$ cat src/rtl/pipelined_adder_sub.sv
// Pipelined ripple-carry adder/subtractor with a global-stall valid/ready handshake.
// The WIDTH-bit carry chain is cut into STAGES slices, one register stage per slice.
module pipelined_adder_sub #(
   parameter int WIDTH  = 16,
   parameter int STAGES = 4
) (
   input  logic             clk,
   input  logic             rst,
   input  logic             in_valid,
   output logic             in_ready,
   input  logic [WIDTH-1:0] a,
   input  logic [WIDTH-1:0] b,
   input  logic             cin,
   input  logic             sub,
   output logic             out_valid,
   input  logic             out_ready,
   output logic [WIDTH-1:0] sum,
   output logic             cout,
   output logic             ovf
);

   localparam int CHUNK = WIDTH / STAGES;
   localparam int LAST  = STAGES - 1;

   // Per-stage registers: operands travel with the beat, sum fills in slice by slice.
   logic [WIDTH-1:0] a_q     [STAGES];
   logic [WIDTH-1:0] opb_q   [STAGES];
   logic [WIDTH-1:0] sum_q   [STAGES];
   logic             carry_q [STAGES];
   logic             valid_q [STAGES];

   logic [WIDTH-1:0] a_d     [STAGES];
   logic [WIDTH-1:0] opb_d   [STAGES];
   logic [WIDTH-1:0] sum_d   [STAGES];
   logic             carry_d [STAGES];
   logic             valid_d [STAGES];

   // What each stage sees at its input: the port side for stage 0, the previous register otherwise.
   logic [WIDTH-1:0] src_a   [STAGES];
   logic [WIDTH-1:0] src_opb [STAGES];
   logic [WIDTH-1:0] src_sum [STAGES];
   logic             src_c   [STAGES];
   logic             src_v   [STAGES];

   logic advance;

   assign out_valid = valid_q[LAST];
   assign advance   = out_ready || !out_valid;
   // Reset empties the pipe, so accepting is always safe while it is asserted.
   assign in_ready  = advance || rst;

   always_comb begin
      src_a[0]   = a;
      src_opb[0] = sub ? ~b : b;
      src_c[0]   = sub | cin;
      src_sum[0] = '0;
      src_v[0]   = in_valid;
      for (int k = 1; k < STAGES; k++) begin
         src_a[k]   = a_q[k-1];
         src_opb[k] = opb_q[k-1];
         src_c[k]   = carry_q[k-1];
         src_sum[k] = sum_q[k-1];
         src_v[k]   = valid_q[k-1];
      end
   end

   // Each stage ripples only its own CHUNK bits, keeping the critical path to one slice.
   always_comb begin
      logic c;
      for (int k = 0; k < STAGES; k++) begin
         // NOTE: blocking assignments here model combinational ripple; every output gets a value
         // before any conditional use, so no latch is inferred.
         c          = src_c[k];
         sum_d[k]   = src_sum[k];
         a_d[k]     = src_a[k];
         opb_d[k]   = src_opb[k];
         valid_d[k] = src_v[k];
         for (int i = 0; i < CHUNK; i++) begin
            sum_d[k][k*CHUNK+i] = src_a[k][k*CHUNK+i] ^ src_opb[k][k*CHUNK+i] ^ c;
            c = (src_a[k][k*CHUNK+i] & src_opb[k][k*CHUNK+i]) |
                (c & (src_a[k][k*CHUNK+i] ^ src_opb[k][k*CHUNK+i]));
         end
         carry_d[k] = c;
      end
   end

   always_ff @(posedge clk) begin
      if (rst) begin
         for (int k = 0; k < STAGES; k++) begin
            // NOTE: data is cleared too, so sum/cout/ovf read as zero right after reset.
            valid_q[k] <= 1'b0;
            a_q[k]     <= '0;
            opb_q[k]   <= '0;
            sum_q[k]   <= '0;
            carry_q[k] <= 1'b0;
         end
      end else if (advance) begin
         for (int k = 0; k < STAGES; k++) begin
            // NOTE: non-blocking so every stage shifts from the pre-edge value of its neighbour.
            valid_q[k] <= valid_d[k];
            a_q[k]     <= a_d[k];
            opb_q[k]   <= opb_d[k];
            sum_q[k]   <= sum_d[k];
            carry_q[k] <= carry_d[k];
         end
      end
   end

   assign sum  = sum_q[LAST];
   assign cout = carry_q[LAST];
   // Signed overflow: like-signed effective operands producing a result of the other sign.
   assign ovf  = (a_q[LAST][WIDTH-1] == opb_q[LAST][WIDTH-1]) &&
                 (sum_q[LAST][WIDTH-1] != a_q[LAST][WIDTH-1]);

endmodule

$ cat config.mk
export PLATFORM = sky130hd
export DESIGN_NAME = pipelined_adder_sub
export DESIGN_NICKNAME = d
export VERILOG_FILES = /design/src/rtl/pipelined_adder_sub.sv
export SDC_FILE = /design/constraint.sdc
export NUM_CORES = 1
export LEC_CHECK = 0
export BUFFER_PORTS_ARGS = -buffer_cell sky130_fd_sc_hd__buf_2
export CORE_AREA = 2 2 96 98
export CTS_CLUSTER_DIAMETER = 100
export DETAILED_ROUTE_END_ITERATION = 8
export DIE_AREA = 0 0 98 100
export MAX_ROUTING_LAYER = met4
export PLACE_DENSITY = 0.75
export RECOVER_POWER = 100
export SYNTH_ARGS = -nofsm -noshare
export SYNTH_HDL_FRONTEND = slang
export SYNTH_SLANG_ARGS = --single-unit
$ cat constraint.sdc
create_clock -name clk -period 3.15 [get_ports clk]
set_input_delay 0.1575 -clock clk [delete_from_list [all_inputs] [get_ports clk]]
set_output_delay 0.1575 -clock clk [all_outputs]
set_load 0.02 [all_outputs]
=== After elaboration in Yosys (flattened, before gate mapping) ===
Memories as Yosys holds them, arrays and structs flattened.
Index checks and enable logic that the tools add are counted.

* Register bits: 0
* Output and inout port bits: 20
* Logic and storage cells: 139
* Bits of input ports: 38
* Memories: 5
* RAM bits: 200

* Bitwise gates (word level): 102
* Equality and inequality tests: 2
* Reduce and logical (&&, ||, !) cells: 4
* Mux-type cells: 26

{| class="wikitable"
|+ Memory list
! memory !! depth !! width !! read ports !! clocked after Yosys merged registers in !! wr ports !! line !! text
|-
| a_q || 4 || 16 || 4 || 0 || 4 || 26 || <nowiki>logic [WIDTH-1:0] a_q [STAGES];</nowiki>
|-
| opb_q || 4 || 16 || 4 || 0 || 4 || 27 || <nowiki>logic [WIDTH-1:0] opb_q [STAGES];</nowiki>
|-
| sum_q || 4 || 16 || 4 || 0 || 4 || 28 || <nowiki>logic [WIDTH-1:0] sum_q [STAGES];</nowiki>
|-
| carry_q || 4 || 1 || 4 || 0 || 4 || 29 || <nowiki>logic carry_q [STAGES];</nowiki>
|-
| valid_q || 4 || 1 || 4 || 0 || 4 || 30 || <nowiki>logic valid_q [STAGES];</nowiki>
|}

{| class="wikitable"
|+ Operators with widths
! cell !! number
|-
| $mux 16 || 13
|-
| $or 1x1->1 || 37
|-
| $and 1x1->1 || 32
|-
| $xor 1x1->1 || 32
|-
| $not 16->16 || 1
|-
| $mux 1 || 13
|-
| $logic_or 1x1->1 || 2
|-
| $eq 1x1->1 || 1
|-
| $logic_and 1x1->1 || 1
|-
| $logic_not 1->1 || 1
|-
| $ne 1x1->1 || 1
|}

=== Logic depth before layout (Yosys ltp) ===
Gate-level depths: netlist of the first run.

* Word-level depth: 12
* Mapped depth: 9
* Mapped depth without buffers: 8

=== Least setup slack after synthesis of the first run ===
Ideal clock, no wire load.

* Path type: register to register
* From: mem valid_q[3][0], in the netlist valid_q[0][3]
* To: mem a_q[0][10], enable pin
* Required time: 2.670 ns
* Setup time: 0.480 ns
* Slack: -0.610 ns
* Path buffers: 2
* Period minus slack after synthesis: 3.760 ns
* Stages on the path, launching flop included: 5
* Data arrival time: 3.280 ns
* Path through: edfxtp_1 -> nor2b_4 -> buf_6 -> buf_8 -> nand2b_1

{| class="wikitable"
|+ RTL lines
! item !! line
|-
| start, declared || 30
|-
| end, declared || 26
|}

==> results of run 1 <==
==> flip-flops by register name, summed over array words and instances (netlist names) <==
register and count:
a_q 25, carry_q 4, opb_q 25, sum_q 40
valid_q 4
==> cell usage in the layout, fill, tap and decap left out, drive strengths merged <==
| cell type | Yosys | layout |
|---|---|---|
| edfxtp | 98 | 98 |
| nor3b | 76 | 76 |
| buf | 18 | 40 |
| clkbuf | 6 | 31 |
| inv | 22 | 22 |
| nor3 | 22 | 22 |
| fa | 16 | 16 |
| xnor2 | 15 | 15 |
| bufinv | 0 | 2 |
| nand2b | 2 | 2 |
| clkinv | 0 | 2 |
| nand2 | 1 | 1 |
| o22ai | 1 | 1 |
| nor2 | 1 | 1 |
| nor2b | 1 | 1 |
| xor2 | 1 | 1 |
| clkinvlp | 0 | 1 |
==> cell families (layout without fill, tap and decap cells) <==
kind of cell               after synthesis  count (layout)  synth area share, %
DFF                                     98              98                65.53
adders and majority gates               16              16                7.133
buffers and inverters                   46              98                6.771
and+or+nand+nor                        103             103                17.30
xor gates and xnor gates                16              16                3.121
AOI/OAI and AO/OA                        1               1               0.1394
==> layout make-up <==
class | instances | area, um^2
well taps | 111 | 138.9
clock inverters | 5 | 80.08
repair buffers | 61 | 304.0
multi-input cells | 136 | 1192
inverters | 22 | 82.58
fillers | 755 | 4021
clock buffers | 10 | 127.6
flip-flops and latches | 98 | 2943
==> stage by stage <==
stage	cell area [um^2]	worst slack, ns	instances	hold WS (ns)	utilization, %
global placement	4746	0.6418	428	0.5133	53.38
floorplan	4493	0.5649	280	0.4285	-
detailed placement	4746	0.5337	428	0.5197	53.38
finish	4868	0.7547	443	0.1651	54.76
global route	4868	0.5575	443	0.1598	54.76
CTS	4954	0.7435	443	0.1536	55.72
==> worst max path at each step <==
stage	cells past startpoint	end	slack, ns	start
after floorplan	4	a_q[0][10]	0.56	valid_q[0][3]
after global placement	8	sum_q[0][3]	0.64	sub
after detailed placement	8	sum_q[0][3]	0.53	sub
after CTS	7	sum_q[3][15]	0.74	opb_q[2][12]
after global routing	3	in_ready	0.56	valid_q[0][3]
final	3	in_ready	0.75	valid_q[0][3]
==> layer usage <==
layer	vias up	share of wire, %
li1	1091	-
met1	1064	44
met2	52	49
met3	14	4.4
met4	0	2.6
met5	-	0
==> power breakdown <==
group          switching (mW)  leakage (nW)  internal (mW)  total, mW
clock                   0.406         0.100          0.442      0.848
combinational           0.120         0.589          0.107      0.227
sequential             0.0266          1.16           1.53       1.56
total                   0.552          1.85           2.08       2.64
==> impl_metrics.py, run 1 <==
metrics = {
    "status": {
        "status": "complete, no violations",
    },
    "logic_synthesis": {
        "synth_ff_type": "edfxtp_1",
        "postSynthCellCount": 280,
        "synthMostInstantiatedCell": "edfxtp_1",
        "syn_area_mm2": 0.004491,
        "yosysSeqAreaShare_pct": 65.53,
        "synth_edf_count": 98,
        "yosys-top-cells-count": "edfxtp_1 (98), nor3b_1 (76), inv_1 (22), fa_1 (16), xnor2_1 (15)",
        "syn_nets": 334,
        "syn_avg_cell_area_um2": 16.04,
        "ys_top_cells_by_area": "edfxtp_1 (66%), nor3b_1 (13%), fa_1 (7.1%), xnor2_1 (2.9%), buf_6 (2.8%)",
        "yosysWarnings": 0,
        "synth_top_area_share_pct": 65.53,
        "async_flop_share_pct": 0,
        "yosys_register_bits": 98,
        "synth_top_area_cell": "edfxtp_1",
        "ys_types": 20,
    },
    "critical_path": {
        "r2r_slack_ns": 0.76,
        "required_ns": 2.99,
        "cp.arrival_ns": 2.24,
        "critPathMaxStageDelay_ns": 1.00,
        "cpMaxStageDelayCell": "nand2b_2",
        "cp_top_family": "simple AND/OR/NAND/NOR gates",
        "startpoint_type": "register",
        "r2r-start": "opb_q[2][12]",
        "crit_chain": "nor2b_1 > nand2b_2 > clkbuf_1",
        "reg2reg_to": "sum_q[3][15]",
        "cp_num_buf_inv": 1,
        "path_class": "register to primary output",
        "worstPathMaxFanout": 61,
        "end_kind": "primary output",
        "r2r_cells": 7,
    },
    "global_route": {
        "grt_pass1_vias": 2160,
        "gr-usage-met3_pct": 2.855,
        "grt_pass1_wl_um": 10390,
        "met1_usage_pct": 18.61,
        "grt_max_degree": 99,
        "antenna_found_initial": 0,
        "top_usage_layer": "met2",
        "grt_usage_pct": 14.04,
        "grt.overflow.total": 0,
        "globalRouteMet2Util_pct": 20.81,
    },
    "worst_hold_path": {
        "holdPathStages": 2,
        "hold_path.class": "input pin to register",
        "min_from": "a[15]",
        "hold_end": "a_q[0][15]",
    },
    "floorplanning": {
        "coreArea_mm2": 0.008890,
        "rows": 35,
        "pin_count": 58,
        "start_util_pct": 50.51,
        "fp.dieH_um": 100,
        "fp.dieArea_mm2": 0.009800,
        "die_w_um": 98,
    },
    "power_and_ir_drop": {
        "vdd_drop_max_v": 0.0002767,
        "p_total_mw": 2.636,
        "leakage_nw": 1.854,
        "p_per_area_mw_per_mm2": 541.5,
    },
    "detailed_routing": {
        "ant_nets": 0,
        "vias": 2221,
        "drc_errors": 0,
        "avgViaCountPerCell": 5.014,
        "drtPass1Iterations": 4,
        "wl_per_cell_um": 13.99,
        "drt-total-wl_um": 6198,
        "drt_iter0_drc": 154,
    },
    "clock_tree": {
        "clkSinkCount": 98,
        "clk_pin_slew_ns": 0.08,
        "clk_latency_ns": 0.36,
        "cts_made_buffers": 9,
        "cts_resized": 0,
        "hold_buffers": 0,
        "root_buffer": "clkbuf_8",
        "h-tree-depth": 3,
        "postCtsSetupBuffers": 0,
        "cts.path.max_buffers": 2,
        "cts_tree": "yes",
    },
    "flow_run": {
        "cap_violations": 0,
    },
    "place": {
        "detailed_place_hpwl_um": 3651,
        "io_buffers": 57,
        "place_congestion": 0.7220,
    },
    "timing": {
        "setup_violations": 0,
        "fin_crit_sh_pct": 76.04,
        "rsz0062_at_grt": "false",
        "finClkSkew_ns": 0.008515,
        "report.final.hold_viol_count": 0,
        "period_minus_slack_ns": 2.395,
        "worst_pin_slew_ns": 1.454,
        "slew_headroom_pct": 3.081,
        "fin_setup_tns_ns": 0,
        "max_freq_ghz": 0.4175,
        "drv_slew": 0,
    },
    "final_layout": {
        "nets": 382,
        "drive_gt1_share_pct": 16.87,
        "area_delta_synth_final_pct": 8.415,
        "antenna_cells": 0,
    },
}
Power figures use the tool's default switching activity.
==> run 2: changes to the inputs <==
--- a/config.mk
+++ b/config.mk
@@ -6,12 +6,12 @@
 export NUM_CORES = 1
 export LEC_CHECK = 0
 export BUFFER_PORTS_ARGS = -buffer_cell sky130_fd_sc_hd__buf_2
-export CORE_AREA = 2 2 96 98
+export CORE_AREA = 2 2 92 94
 export CTS_CLUSTER_DIAMETER = 100
 export DETAILED_ROUTE_END_ITERATION = 8
-export DIE_AREA = 0 0 98 100
+export DIE_AREA = 0 0 94 96
 export MAX_ROUTING_LAYER = met4
-export PLACE_DENSITY = 0.75
+export PLACE_DENSITY = 0.78
 export RECOVER_POWER = 100
 export SYNTH_ARGS = -nofsm -noshare
 export SYNTH_HDL_FRONTEND = slang
==> constraint.sdc (replaced) <==
create_clock -name clk -period 2.4 [get_ports clk]
set_input_delay 0.12 -clock clk [delete_from_list [all_inputs] [get_ports clk]]
set_output_delay 0.12 -clock clk [all_outputs]
set_load 0.02 [all_outputs]
==> run 2 against run 1 <==
Effect of this change:
- clock-buffer cell count stayed put
- largest cell class unchanged
- clock power is 18% higher
- clock skew shrank 0.0035 ns
- worst hold slack worse by 0.043 ns
- routed wire length down 4.1%
- combinational power rose by 34%
==> impl_metrics.py, run 2 (synthesized netlist as in run 1, its figures left out) <==
metrics = {
    "floorplanning": {
        "fp.dieArea_mm2": 0.009024,
        "fp.dieH_um": 96,
        "coreArea_mm2": 0.008051,
        "pin_count": 58,
        "die_w_um": 94,
        "start_util_pct": 55.77,
        "rows": 33,
    },
    "place": {
        "detailed_place_hpwl_um": 3555,
        "postPlaceCellArea_mm2": 0.004803,
        "place_congestion": 0.7216,
        "io_buffers": 57,
        "dpl_worst_slack_ns": 0.03107,
    },
    "global_route": {
        "antenna_found_initial": 0,
        "grt_max_degree": 99,
        "grt_usage_pct": 15.04,
        "grt_pass1_vias": 2068,
        "grt_pass1_wl_um": 9846,
        "grt.overflow.total": 0,
    },
    "timing": {
        "period_minus_slack_ns": 2.311,
        "drv_slew": 0,
        "max_freq_ghz": 0.4327,
        "slew_headroom_pct": 50.56,
        "fin_crit_sh_pct": 96.30,
        "worst_pin_slew_ns": 0.7417,
        "finClkSkew_ns": 0.005058,
        "rsz0062_at_grt": "false",
        "fin_setup_tns_ns": 0,
        "setup_violations": 0,
        "report.final.hold_viol_count": 0,
        "fin_ws_ns": 0.08879,
    },
    "worst_hold_path": {
        "holdPathStages": 2,
        "hold_path.class": "input pin to register",
        "min_from": "a[13]",
        "hold_end": "a_q[0][13]",
    },
    "critical_path": {
        "cp_common_cell": "fa_1",
        "cp_top_family": "adder cells",
        "r2r_cells": 7,
        "r2r-start": "a_q[2][12]",
        "r2r_slack_ns": 0.09,
        "cpMaxStageDelayCell": "fa_1",
        "cp.arrival_ns": 2.40,
        "reg2reg_to": "sum_q[3][15]",
        "path_class": "register to register",
        "crit_chain": "inv_1 > fa_1 > inv_1 > fa_1 > fa_1 > fa_1 > nor3b_1",
        "critPathMaxStageDelay_ns": 0.43,
        "startpoint_type": "register",
        "worstPathMaxFanout": 1,
        "end_kind": "register",
        "cp_num_buf_inv": 2,
        "required_ns": 2.49,
    },
    "clock_tree": {
        "cts_tree": "yes",
        "cts_resized": 0,
        "cts_made_buffers": 9,
        "clkSinkCount": 98,
        "h-tree-depth": 3,
        "clk_pin_slew_ns": 0.09,
        "hold_buffers": 0,
        "cts.path.max_buffers": 2,
        "postCtsSetupBuffers": 0,
        "root_buffer": "clkbuf_8",
        "clk_latency_ns": 0.35,
    },
    "status": {
        "status": "complete, no violations",
    },
    "detailed_routing": {
        "ant_nets": 0,
        "drc_errors": 0,
        "wl_per_cell_um": 13.47,
        "drt_iter0_drc": 218,
        "drtPass1Iterations": 4,
        "drt-total-wl_um": 5942,
        "vias": 2185,
        "avgViaCountPerCell": 4.955,
    },
    "power_and_ir_drop": {
        "leakage_nw": 1.860,
        "p_per_area_mw_per_mm2": 684.7,
        "vdd_drop_max_v": 0.0002626,
        "p_total_mw": 3.349,
    },
    "final_layout": {
        "reg.largest.list": "sum_q: 40 flops, a_q: 25 flops, opb_q: 25 flops",
        "largest_reg_flops": 40,
        "drive_gt1_share_pct": 19.05,
        "top_register": "sum_q",
        "nets": 385,
        "antenna_cells": 0,
        "final_cell_mix": "edfxtp_1 (98), nor3b_1 (76), buf_2 (36), inv_1 (21), clkbuf_1 (21)",
        "final_common_cell": "edfxtp_1",
        "fillers": 630,
        "area_delta_synth_final_pct": 8.916,
        "stdcell_area_mm2": 0.004891,
    },
    "flow_run": {
        "cap_violations": 0,
    },
}
[run 2: cell types whose count changed in the layout (fill, tap and decap cells not counted), sizes merged]
| cell | previous run | this run |
|---|---|---|
| buf | 40 | 41 |
| bufinv | 2 | 1 |
| clkinv | 2 | 3 |
| clkbuf | 31 | 33 |
| clkinvlp | 1 | 2 |
[run 2: worst max-delay path by stage]
stage	depth (start not counted)	startpoint	endpoint	slack, ns
CTS	7	a_q[2][12]	sum_q[3][15]	0.08
detailed placement	8	sub	sum_q[0][3]	0.03
floorplan	9	sub	sum_q[0][3]	-0.03
global placement	8	sub	sum_q[0][3]	0.06
finish	7	a_q[2][12]	sum_q[3][15]	0.09
global route	7	opb_q[2][12]	sum_q[3][15]	0.002
[run 2: cell type report]
class | count | area, um^2 | share of cell area [%]
Multi-Input combinational cell | 136 | 1216 | 24.87
Clock inverter | 6 | 57.56 | 1.177
Clock buffer | 10 | 127.6 | 2.609
Inverter | 22 | 82.58 | 1.688
Sequential cell | 98 | 2943 | 60.17
Timing Repair Buffer | 64 | 332.8 | 6.805
Tap cell | 105 | 131.4 | 2.686
[run 2: per-layer routing]
layer	share of wire [%]	GRT usage (%)	up-vias
met4	1.7	7.488	0
met3	4.2	3.132	5
met1	46	19.61	1028
met2	48	22.80	52
met5	0	-	-
li1	-	-	1100
[run 2: through the flow]
| stage | hold slack (ns) | util [%] | std cells |
|---|---|---|---|
| after floorplan | 0.3910 | - | 280 |
| after global placement | 0.4781 | 59.66 | 425 |
| after detailed placement | 0.4811 | 59.66 | 425 |
| after CTS | 0.1069 | 61.96 | 441 |
| after global routing | 0.1246 | 60.75 | 441 |
| final | 0.1217 | 60.75 | 441 |
[run 2: power breakdown]
part | internal, mW | switching [mW] | total, mW | leakage [nW]
registers | 2.01 | 0.0335 | 2.05 | 1.16
clock network | 0.473 | 0.524 | 0.997 | 0.0874
logic | 0.146 | 0.159 | 0.305 | 0.608
